===== config.mk =====
export PLATFORM = sky130hd
export DESIGN_NAME = id_stage_hz
export DESIGN_NICKNAME = d
export VERILOG_FILES = /design/src/rtl/id_pkg.sv /design/src/rtl/id_stage_hz_regfile.sv /design/src/rtl/id_stage_hz.sv
export SDC_FILE = /design/constraint.sdc
export NUM_CORES = 2
export LEC_CHECK = 0
export CAP_MARGIN = 20
export CORE_AREA = 2 2 431 433
export CTS_BUF_LIST = sky130_fd_sc_hd__clkbuf_4 sky130_fd_sc_hd__clkbuf_8 sky130_fd_sc_hd__clkbuf_16
export CTS_CLUSTER_SIZE = 30
export DETAILED_ROUTE_END_ITERATION = 6
export DIE_AREA = 0 0 433 435
export PLACE_DENSITY = 0.86
export SYNTH_ARGS = -nofsm -noshare
export SYNTH_HDL_FRONTEND = slang
export SYNTH_SLANG_ARGS = --single-unit

===== constraint.sdc =====
create_clock -name clk -period 5.75 [get_ports clk]
set_input_delay 0.8625 -clock clk [delete_from_list [all_inputs] [get_ports clk]]
set_output_delay 0.8625 -clock clk [all_outputs]
set_load 0.005 [all_outputs]

===== src/rtl/id_pkg.sv =====
// ID-stage shared definitions: control bundle layout, instruction field positions, XZR helper.
// Latency: n/a (package only).
// Backpressure: n/a (package only).
package id_pkg;

    // Control bundle layout, MSB first, as driven by the parent's Control decoder.
    localparam int CTRL_W      = 12;
    localparam int C_REG2LOC   = 11;
    localparam int C_ALUSRC    = 10;
    localparam int C_MEM2REG   = 9;
    localparam int C_REGWRITE  = 8;
    localparam int C_MEMREAD   = 7;
    localparam int C_MEMWRITE  = 6;
    localparam int C_BRANCH    = 5;
    localparam int C_UNCOND    = 4;
    localparam int C_ALUOP_LSB = 0;
    localparam int ALUOP_W     = 4;

    // Register-address fields inside the instruction word; each field is 5 bits.
    localparam int RD_LSB  = 0;
    localparam int RM_LSB  = 5;
    localparam int RN_LSB  = 16;
    localparam int FIELD_W = 5;

    // What the ID/EX register does on the coming edge, highest priority first.
    typedef enum logic [1:0] {
        ACT_FLUSH  = 2'd0,
        ACT_HOLD   = 2'd1,
        ACT_BUBBLE = 2'd2,
        ACT_NORMAL = 2'd3
    } idex_act_e;

    // Index of the zero register: the highest address for a given address width.
    function automatic int unsigned xzr(input int unsigned ra_w);
        return (32'd1 << ra_w) - 32'd1;
    endfunction

endpackage


===== src/rtl/id_stage_hz_regfile.sv =====
// Register file with two combinational read ports and one write port; XZR reads as zero.
// Latency: reads 0 cycles (same-cycle write data bypassed to readers), write lands at the edge.
// Backpressure: none; the write port is always accepted.
module regfile_bypass #(
    parameter int DATA_W = 64,
    parameter int RA_W   = 5
) (
    input  logic              clk,
    input  logic              resetl,
    input  logic              wr_en,
    input  logic [RA_W-1:0]   wr_addr,
    input  logic [DATA_W-1:0] wr_data,
    input  logic [RA_W-1:0]   rd_addr_a,
    output logic [DATA_W-1:0] rd_data_a,
    input  logic [RA_W-1:0]   rd_addr_b,
    output logic [DATA_W-1:0] rd_data_b
);
    import id_pkg::*;

    localparam int              NREG = 1 << RA_W;
    localparam logic [RA_W-1:0] XZR  = RA_W'(xzr(RA_W));

    logic [DATA_W-1:0] regs [NREG];
    logic              wr_live;

    // A write to XZR is dropped, so it can neither store nor bypass.
    assign wr_live = wr_en && (wr_addr != XZR);

    // Storage: cleared on reset, written at the edge.
    always_ff @(posedge clk or negedge resetl) begin
        if (!resetl) begin
            for (int i = 0; i < NREG; i++) begin
                regs[i] <= '0;
            end
        end else if (wr_live) begin
            regs[wr_addr] <= wr_data;
        end
    end

    // Read port A: XZR forced to zero, then same-cycle write bypass, then storage.
    always_comb begin
        rd_data_a = regs[rd_addr_a];
        if (rd_addr_a == XZR) begin
            rd_data_a = '0;
        end else if (wr_live && (wr_addr == rd_addr_a)) begin
            rd_data_a = wr_data;
        end
    end

    // Read port B: same rules as port A.
    always_comb begin
        rd_data_b = regs[rd_addr_b];
        if (rd_addr_b == XZR) begin
            rd_data_b = '0;
        end else if (wr_live && (wr_addr == rd_addr_b)) begin
            rd_data_b = wr_data;
        end
    end

endmodule


===== src/rtl/id_stage_hz.sv =====
// ID stage: operand fetch, load-use hazard detection and the ID/EX pipeline register.
// Latency: 1 cycle ID->EX; a load-use hazard inserts exactly one bubble.
// Backpressure: ex_stall holds ID/EX and raises stall_if; flush squashes and never stalls.
module id_stage_hz #(
    parameter int DATA_W  = 64,
    parameter int PC_W    = 64,
    parameter int INSTR_W = 32,
    parameter int RA_W    = 5,
    parameter int CTRL_W  = id_pkg::CTRL_W,
    parameter int CNT_W   = 16
) (
    input  logic               clk,
    input  logic               resetl,
    input  logic               id_valid,
    input  logic [INSTR_W-1:0] id_instr,
    input  logic [PC_W-1:0]    id_pc,
    input  logic [CTRL_W-1:0]  id_ctrl,
    input  logic [DATA_W-1:0]  id_imm,
    input  logic               wb_regwrite,
    input  logic [RA_W-1:0]    wb_rd,
    input  logic [DATA_W-1:0]  wb_data,
    input  logic               flush,
    input  logic               ex_stall,
    output logic               stall_if,
    output logic               ex_valid,
    output logic [CTRL_W-1:0]  ex_ctrl,
    output logic [RA_W-1:0]    ex_rd,
    output logic [RA_W-1:0]    ex_rm,
    output logic [RA_W-1:0]    ex_rn,
    output logic [DATA_W-1:0]  ex_a,
    output logic [DATA_W-1:0]  ex_b,
    output logic [DATA_W-1:0]  ex_imm,
    output logic [PC_W-1:0]    ex_pc,
    output logic [CNT_W-1:0]   stall_count
);
    import id_pkg::*;

    localparam logic [RA_W-1:0] XZR = RA_W'(xzr(RA_W));

    logic [RA_W-1:0]   id_rd;
    logic [RA_W-1:0]   id_rm;
    logic [RA_W-1:0]   id_rn;
    logic              use_rm;
    logic              use_rn;
    logic              hazard;
    logic [DATA_W-1:0] rf_a;
    logic [DATA_W-1:0] rf_b;
    idex_act_e         act;
    logic              unused_instr;

    // Register-address extraction; fields are zero-extended for wider register files.
    assign id_rd = RA_W'(id_instr[RD_LSB +: FIELD_W]);
    assign id_rm = RA_W'(id_instr[RM_LSB +: FIELD_W]);
    assign id_rn = id_ctrl[C_REG2LOC] ? id_rd : RA_W'(id_instr[RN_LSB +: FIELD_W]);

    // Opcode and shamt bits are decoded by the parent, not here.
    assign unused_instr = ^{id_instr[INSTR_W-1:RN_LSB+FIELD_W],
                            id_instr[RN_LSB-1:RM_LSB+FIELD_W]};

    // Which source addresses the ID instruction actually reads.
    assign use_rm = !id_ctrl[C_UNCOND];
    assign use_rn = !id_ctrl[C_UNCOND] && (id_ctrl[C_REG2LOC] || !id_ctrl[C_ALUSRC]);

    regfile_bypass #(
        .DATA_W (DATA_W),
        .RA_W   (RA_W)
    ) u_rf (
        .clk       (clk),
        .resetl    (resetl),
        .wr_en     (wb_regwrite),
        .wr_addr   (wb_rd),
        .wr_data   (wb_data),
        .rd_addr_a (id_rm),
        .rd_data_a (rf_a),
        .rd_addr_b (id_rn),
        .rd_data_b (rf_b)
    );

    // Load-use: the load in EX has not produced its data yet, so a dependent ID must wait.
    always_comb begin
        hazard = 1'b0;
        if (id_valid && ex_valid && ex_ctrl[C_MEMREAD] && (ex_rd != XZR)) begin
            hazard = (use_rm && (ex_rd == id_rm)) || (use_rn && (ex_rd == id_rn));
        end
    end

    // Edge action and IF/ID stall; flush wins because the dependent instruction is squashed.
    always_comb begin
        act = ACT_NORMAL;
        if (flush) begin
            act = ACT_FLUSH;
        end else if (ex_stall) begin
            act = ACT_HOLD;
        end else if (hazard) begin
            act = ACT_BUBBLE;
        end
        stall_if = (act == ACT_HOLD) || (act == ACT_BUBBLE);
    end

    // Valid and control: cleared by flush/bubble so no side effects leak into EX.
    always_ff @(posedge clk or negedge resetl) begin
        if (!resetl) begin
            ex_valid <= 1'b0;
            ex_ctrl  <= '0;
        end else begin
            unique case (act)
                ACT_FLUSH, ACT_BUBBLE: begin
                    ex_valid <= 1'b0;
                    ex_ctrl  <= '0;
                end
                ACT_HOLD: begin
                    ex_valid <= ex_valid;
                    ex_ctrl  <= ex_ctrl;
                end
                default: begin
                    ex_valid <= id_valid;
                    ex_ctrl  <= id_valid ? id_ctrl : '0;
                end
            endcase
        end
    end

    // Data fields only move on a normal advance; killed slots keep stale but harmless data.
    always_ff @(posedge clk or negedge resetl) begin
        if (!resetl) begin
            ex_rd  <= '0;
            ex_rm  <= '0;
            ex_rn  <= '0;
            ex_a   <= '0;
            ex_b   <= '0;
            ex_imm <= '0;
            ex_pc  <= '0;
        end else if (act == ACT_NORMAL) begin
            ex_rd  <= id_rd;
            ex_rm  <= id_rm;
            ex_rn  <= id_rn;
            ex_a   <= rf_a;
            ex_b   <= rf_b;
            ex_imm <= id_imm;
            ex_pc  <= id_pc;
        end
    end

    // Bubble counter, saturating at all ones.
    always_ff @(posedge clk or negedge resetl) begin
        if (!resetl) begin
            stall_count <= '0;
        end else if ((act == ACT_BUBBLE) && (stall_count != '1)) begin
            stall_count <= stall_count + CNT_W'(1);
        end
    end

endmodule


Yosys cells after proc, flatten, opt, wreduce, memory -nomap -nowiden
Index checks and enable logic that the tools add are counted.
{"block": "totals", "ff_bits": 2348, "latchBits": 0, "ramBits": 0, "mem_bits_ro": 0, "inputBits": 247, "out_inout_bits": 301, "memories": 0}
{"block": "classes", "addsub": 1, "mul": 0, "div_mod_pow": 0, "order_cmp": 4, "n_eq_ne": 12, "shift": 0, "mux": 21, "bitwise_logic": 3, "reduce_logical": 18}
{"operator": "2048-bit bitwise mux", "n": 1}
{"operator": "64-bit binary-select mux with 5-bit select", "n": 2}
{"operator": "64-bit 2-to-1 mux", "n": 9}
{"operator": "64-bit demux with 5-bit select", "n": 1}
{"operator": "12-bit case mux with 2 select lines", "n": 1}
{"operator": "5-bit equality test", "n": 4}
{"operator": "6-bit greater-or-equal comparator (second input constant)", "n": 3}
{"operator": "5-bit NOT with 6-bit output", "n": 3}
{"operator": "16-bit by 1-bit adder with 16-bit output (second input constant)", "n": 1}
{"operator": "16-bit != test (second input constant)", "n": 1}
{"operator": "12-bit 2-to-1 mux", "n": 1}
{"operator": "1-bit logical AND", "n": 11}
{"operator": "5-bit equality test (second input constant)", "n": 2}
{"operator": "5-bit != test (second input constant)", "n": 2}
{"operator": "6-bit by 1-bit less-than comparator with 1-bit output (second input constant)", "n": 1}
{"operator": "5-bit 2-to-1 mux", "n": 1}
{"operator": "2-bit equality test (second input constant)", "n": 2}
{"operator": "2-bit 2-to-1 mux", "n": 2}
{"operator": "1-bit logical OR", "n": 3}
{"operator": "2-bit by 1-bit equality test with 1-bit output (second input constant)", "n": 1}
{"operator": "1-bit logical NOT", "n": 2}
{"operator": "2-bit logical NOT", "n": 1}
{"operator": "1-bit 2-to-1 mux", "n": 2}
{"operator": "1-bit case mux with 2 select lines", "n": 1}
{"operator": "2-bit OR reduction", "n": 1}

Depth between registers and ports, before layout
{"block": "logic_depth", "word_depth": 12, "mapped_depth": 14, "mapped_depth_nobuf": 7}

Cells and area by module
From an unflattened synthesis, not the netlist that was laid out.
{"block": "unflattened", "hier_cells": 8134, "hier_area_um2": 120558.1}
{"mod": "regfile_bypass", "instances": 1, "cells_each": 7411, "area_per_inst_um2": 108899.4, "seq_area_each_um2": 51249.2}
{"mod": "id_stage_hz", "instances": 1, "cells_each": 723, "area_per_inst_um2": 11658.7, "seq_area_each_um2": 7507.2}

Worst setup path before layout
OpenSTA, ideal clock, no wires.
{"block": "synth_timing", "path_kind": "in2reg", "startpoint": "input id_instr[5]", "endpoint": "register ex_a[8]", "setup_time_ns": 0.132, "arrival_ns": 3.028, "slack_ns": 2.589, "cell_stages": 9, "path_cell_list": "clkbuf_1 -> buf_2 -> buf_1 -> mux4_2 -> mux4_2 -> mux2i_1 -> nand2_1 -> o21ai_0 -> o21ai_1"}
{"block": "synth_between", "elab_chain_cells": 8}
{"element": "from (decl)", "line": "id_stage_hz.sv:15", "source": "input logic [INSTR_W-1:0] id_instr,"}
{"element": "branches (longest 8 deep; another with 64-bit binary-select mux with 5-bit select)"}
{"element": "to (signal assigned)", "line": "id_stage_hz.sv:137", "source": "ex_a <= rf_a;"}
{"element": "to (decl)", "line": "id_stage_hz.sv:30", "source": "output logic [DATA_W-1:0] ex_a,"}
Parallel ways; which one is timed is not known. The select of a mux whose other input is x is not followed.
A chain may end at the register's enable or synchronous reset.

Worst setup path after layout
{"block": "layout_timing", "startpoint": "input id_ctrl[11]", "endpoint": "output stall_if"}
{"block": "layout_between", "elab_chain_cells": 10}
{"element": "from (decl)", "line": "id_stage_hz.sv:17", "source": "input logic [CTRL_W-1:0] id_ctrl,"}
{"element": "5-bit 2-to-1 mux / 1-bit logical OR (equally long branches)", "line": "id_stage_hz.sv:54, id_stage_hz.sv:62"}
{"element": "5-bit equality test / 1-bit logical AND (equally long branches)", "line": "id_stage_hz.sv:83, id_stage_hz.sv:62"}
{"element": "1-bit logical AND (*)", "line": "id_stage_hz.sv:83", "source": "hazard = (use_rm && (ex_rd == id_rm)) || (use_rn && (ex_rd == id_rn));"}
{"element": "1-bit logical OR (*)", "line": "id_stage_hz.sv:83"}
{"element": "1-bit 2-to-1 mux (*)", "line": "id_stage_hz.sv:82", "source": "if (id_valid && ex_valid && ex_ctrl[C_MEMREAD] && (ex_rd != XZR)) begin"}
{"element": "1-bit 2-to-1 mux (*)", "line": "id_stage_hz.sv:94", "source": "end else if (hazard) begin"}
{"element": "2-bit 2-to-1 mux (*)", "line": "id_stage_hz.sv:92", "source": "end else if (ex_stall) begin"}
{"element": "2-bit 2-to-1 mux (*)", "line": "id_stage_hz.sv:90", "source": "if (flush) begin"}
{"element": "2-bit by 1-bit equality test with 1-bit output / 2-bit equality test (equally long branches)", "line": "id_stage_hz.sv:97", "source": "stall_if = (act == ACT_HOLD) || (act == ACT_BUBBLE);"}
{"element": "1-bit logical OR (*)", "line": "id_stage_hz.sv:97"}
{"element": "to (decl)", "line": "id_stage_hz.sv:24", "source": "output logic stall_if,"}
Mark *: on every way between the ends. The rest lies on a longest branch, timed or not.

==> impl_metrics.csv <==
group,metric,value,unit
status,status,"finished with violations",
status,violations,"DRC, hold timing",
timing,worstMarginPinSlew,1.35,ns
power_and_ir_drop,p_comb_share,21.1,%
run,maxCapViolations,0,
worst_hold_path,holdCritPathClass,"in2async",
logic_synthesis,avgSynthCellArea,12.8,um^2
timing,fin_crit_sh,76.2,%
finish,final_common_cell,"dfrtp_1",
clock_network,clk_path_buf_depth,3,
clock_network,cts-root-buf,"clkbuf_16",
logic_synthesis,synth_area_leader_cell,"dfrtp_1",
logic_synthesis,synth_top_flop_cell,"dfrtp_1",
grt,antenna_found_initial,29,
die,fp.dieW,433,um
placement,dpl-instance-area,0.128,mm^2
drt,drc,16,
drt,routed_wl,403,mm
power_and_ir_drop,clkPwrFrac,33.8,%
finish,syn2layout_area_growth,13.9,%
timing,hold_violations,1,
logic_synthesis,synth_edf_count,0,
setup_path,r2r_end,"ex_pc[24]$_DFFE_PN0N_",
setup_path,rr_startpoint,"ex_rd[4]$_DFFE_PN0N_",
clock_network,cts_made_buffers,233,
logic_synthesis,synth_area_leaders,"dfrtp_1 49%, mux2_2 19%, mux4_2 16%, nand2_1 5.4%, nand3_1 2.3%",
die,start_util,65.7,%
power_and_ir_drop,seqPwrFrac,45.1,%
logic_synthesis,synth_cell_types,67,
clock_network,cts_sinks,2348,
setup_path,worst-endpoint-required,4.89,ns
timing,hold_slack,-0.0152,ns
logic_synthesis,ys_seq_area_share,48.6,%
grt,grtUsageTotal,42.7,%
setup_path,cpPeakStageDelay,0.72,ns
drt,via_count,90746,
clock_network,clk_pin_slew_worst_paths,0.06,ns
setup_path,crit_path_start_kind,"input pin",
clock_network,clock_latency,0.92,ns
finish,nNetsFinal,9751,
drt,final_antenna_net_count,0,
power_and_ir_drop,p_switching,14.0,mW
logic_synthesis,synth-seq-cells,2348,
drt,routedWlPerCell,33.0,um
finish,finalNonFillerCells,12203,
placement,io_buffers,530,
power_and_ir_drop,p_per_area,358,mW/mm^2
logic_synthesis,syn_inst,9458,
timing,rsz0062_at_grt,"no",
finish,fin_util,74.8,%
grt,grt_pass1_vias,93898,
die,dieArea,0.188,mm^2
die,io_pins,548,
die,rows,158,
finish,stdcell_area,0.138,mm^2
clock_network,cts_max_level,4,
drt,first_pass_iters,7,
timing,period_needed,4.38,ns
drt,vias_per_cell,7.44,
power_and_ir_drop,p_leak,59.8,nW
logic_synthesis,async_reset_ff_share,100,%
drt,drtIter0Drc,13727,
clock_network,cts_tree,"done",
setup_path,r2r_cells,8,
setup_path,crit_type,"in2out",
power_and_ir_drop,fin_total_pwr,49.3,mW
clock_network,postCtsSetupBuffers,0,
logic_synthesis,synth_top_cell_area_share,48.6,%
timing,final_max_slew_viol_count,0,
power_and_ir_drop,intPower,35.2,mW
grt,grt_overflow,0,
setup_path,cp.arrival,3.52,ns
logic_synthesis,yosys_warnings,0,
setup_path,critPathSlowestCell,"buf_2",
timing,final.setup_skew,0.0369,ns
setup_path,r2r_setup_slack,2.38,ns
power_and_ir_drop,p_sw_share,28.5,%
finish,layout-drive-gt1-share,37.3,%
timing,setup_viol,0,
timing,slew_headroom,8.85,%
die,core_area,0.184,mm^2
placement,hpwl,224,mm
timing,max_freq,228,MHz
timing,final.setup.tns,0,ns
placement,place_inst,11715,
grt,grt_pass1_wl,595,mm
grt,grt_max_degree,181,
power_and_ir_drop,ir_drop,0.327,mV
clock_network,hold_buffers,0,
clock_network,cts_resized,0,
setup_path,worstSetupEndpointType,"primary output",
logic_synthesis,syn_nets,9706,
logic_synthesis,mappedNetlistArea,0.121,mm^2
finish,layout_common_cells,"2,348 x dfrtp_1, 1,986 x mux2_2, 1,724 x nand2_1",
die,die_h,435,um
placement,place_congestion,0.886,
setup_path,cp_cell_sequence,"buf_2 > mux2i_4 > xnor2_1 > nor2_1 > a31oi_2 > o21bai_1 > clkdlybuf4s50_1",
setup_path,crit_fanout,31,
==> worst max-delay path, delay by kind of cell <==
kind / cells / cell delay, ns
AOI/OAI and AO/OA: 2 / 0.49
muxes: 1 / 0.49
xor gates and xnor gates: 1 / 0.10
buffers and inverters: 2 / 1.24
and+or+nand+nor: 1 / 0.30
==> power by group through the flow <==
| stage | Sequential, mW | Clock [mW] | Combinational [mW] |
|---|---|---|---|
| floorplan | 21.4 | 0 | 6.97 |
| global placement | 21.9 | 0 | 9.59 |
| detailed placement | 22.2 | 0 | 10.0 |
| CTS | 22.0 | 16.6 | 10.2 |
| global route | 22.5 | 17.4 | 11.0 |
| finish | 22.2 | 16.7 | 10.4 |
==> sequential cells by signal (all words and copies together) (netlist names) <==
register,cells
u_rf.regs,2048
ex_a,64
ex_b,64
ex_imm,64
ex_pc,64
stall_count,16
ex_ctrl,12
ex_rd,5
ex_rm,5
ex_rn,5
ex_valid,1
==> Yosys cell counts, drive strengths merged (2+ instances only) <==
library cell	count
mux4	855
nor4	8
clkbuf	714
o2111ai	97
a21o	48
a311oi	22
mux2i	107
o22ai	48
buf	273
a32o	4
nor4b	2
a22o	40
mux2	1991
dfrtp	2348
o311ai	25
nor2	101
nand4	69
xnor2	29
nor3	7
and3	21
nor2b	6
o311a	27
nand2b	5
nor3b	4
a221o	4
o21ai	184
and2	6
nand3	545
nand3b	4
o32ai	4
nand2	1741
a22oi	8
a21oi	28
a32oi	26
a211oi	2
xor2	5
o31ai	8
a31oi	25
and4	4
==> cells by family after synthesis <==
| family | synth area share, % |
|---|---|
| multiplexers | 35.4 |
| AND/OR/NAND/NOR | 8.72 |
| XOR/XNOR | 0.246 |
| adder cells (fa/ha/maj) | 0.0103 |
| AO/OA/AOI/OAI | 3.59 |
| flip-flops | 48.6 |
| buffers and inverters | 3.43 |
==> cell type report <==
| type | instances | area (um^2) |
|---|---|---|
| multi-input cells | 6122 | 58500 |
| clock inverters | 98 | 1420 |
| inverters | 1 | 3.75 |
| well taps | 2480 | 3100 |
| fillers | 10456 | 46300 |
| repair buffers | 797 | 8890 |
| diodes | 18 | 45.0 |
| flip-flops and latches | 2348 | 58800 |
| clock buffers | 339 | 7030 |
==> layer usage <==
metal	global-route usage [%]	part of all wire [%]	up-vias	wire length (um)
met5	0	0.043	-	175
met4	33.9	9.3	26	37400
met3	14.6	14	2436	56000
met2	62.5	44	7937	179000
met1	51.8	32	45568	131000
li1	-	-	34779	-
==> worst max path at each step <==
stage,cells after the start,slack (ns),from,end
floorplan,9,2.59,id_instr[5],ex_a[8]$_DFFE_PN0N_
global placement,7,1.31,id_ctrl[11],ex_b[49]$_DFFE_PN0N_
detailed placement,7,1.15,id_ctrl[11],ex_b[52]$_DFFE_PN0N_
CTS,7,1.38,id_ctrl[11],stall_if
global route,7,1.23,id_ctrl[11],stall_if
finish,7,1.37,id_ctrl[11],stall_if
==> through the flow <==
| step | setup slack [ns] | hold WS, ns |
|---|---|---|
| floorplan | 2.59 | 0.440 |
| global placement | 1.31 | 0.377 |
| detailed placement | 1.15 | 0.383 |
| CTS | 1.38 | 0.0153 |
| global route | 1.23 | 0.00899 |
| finish | 1.37 | -0.0152 |
No activity file was read; power rests on OpenSTA's default activity.
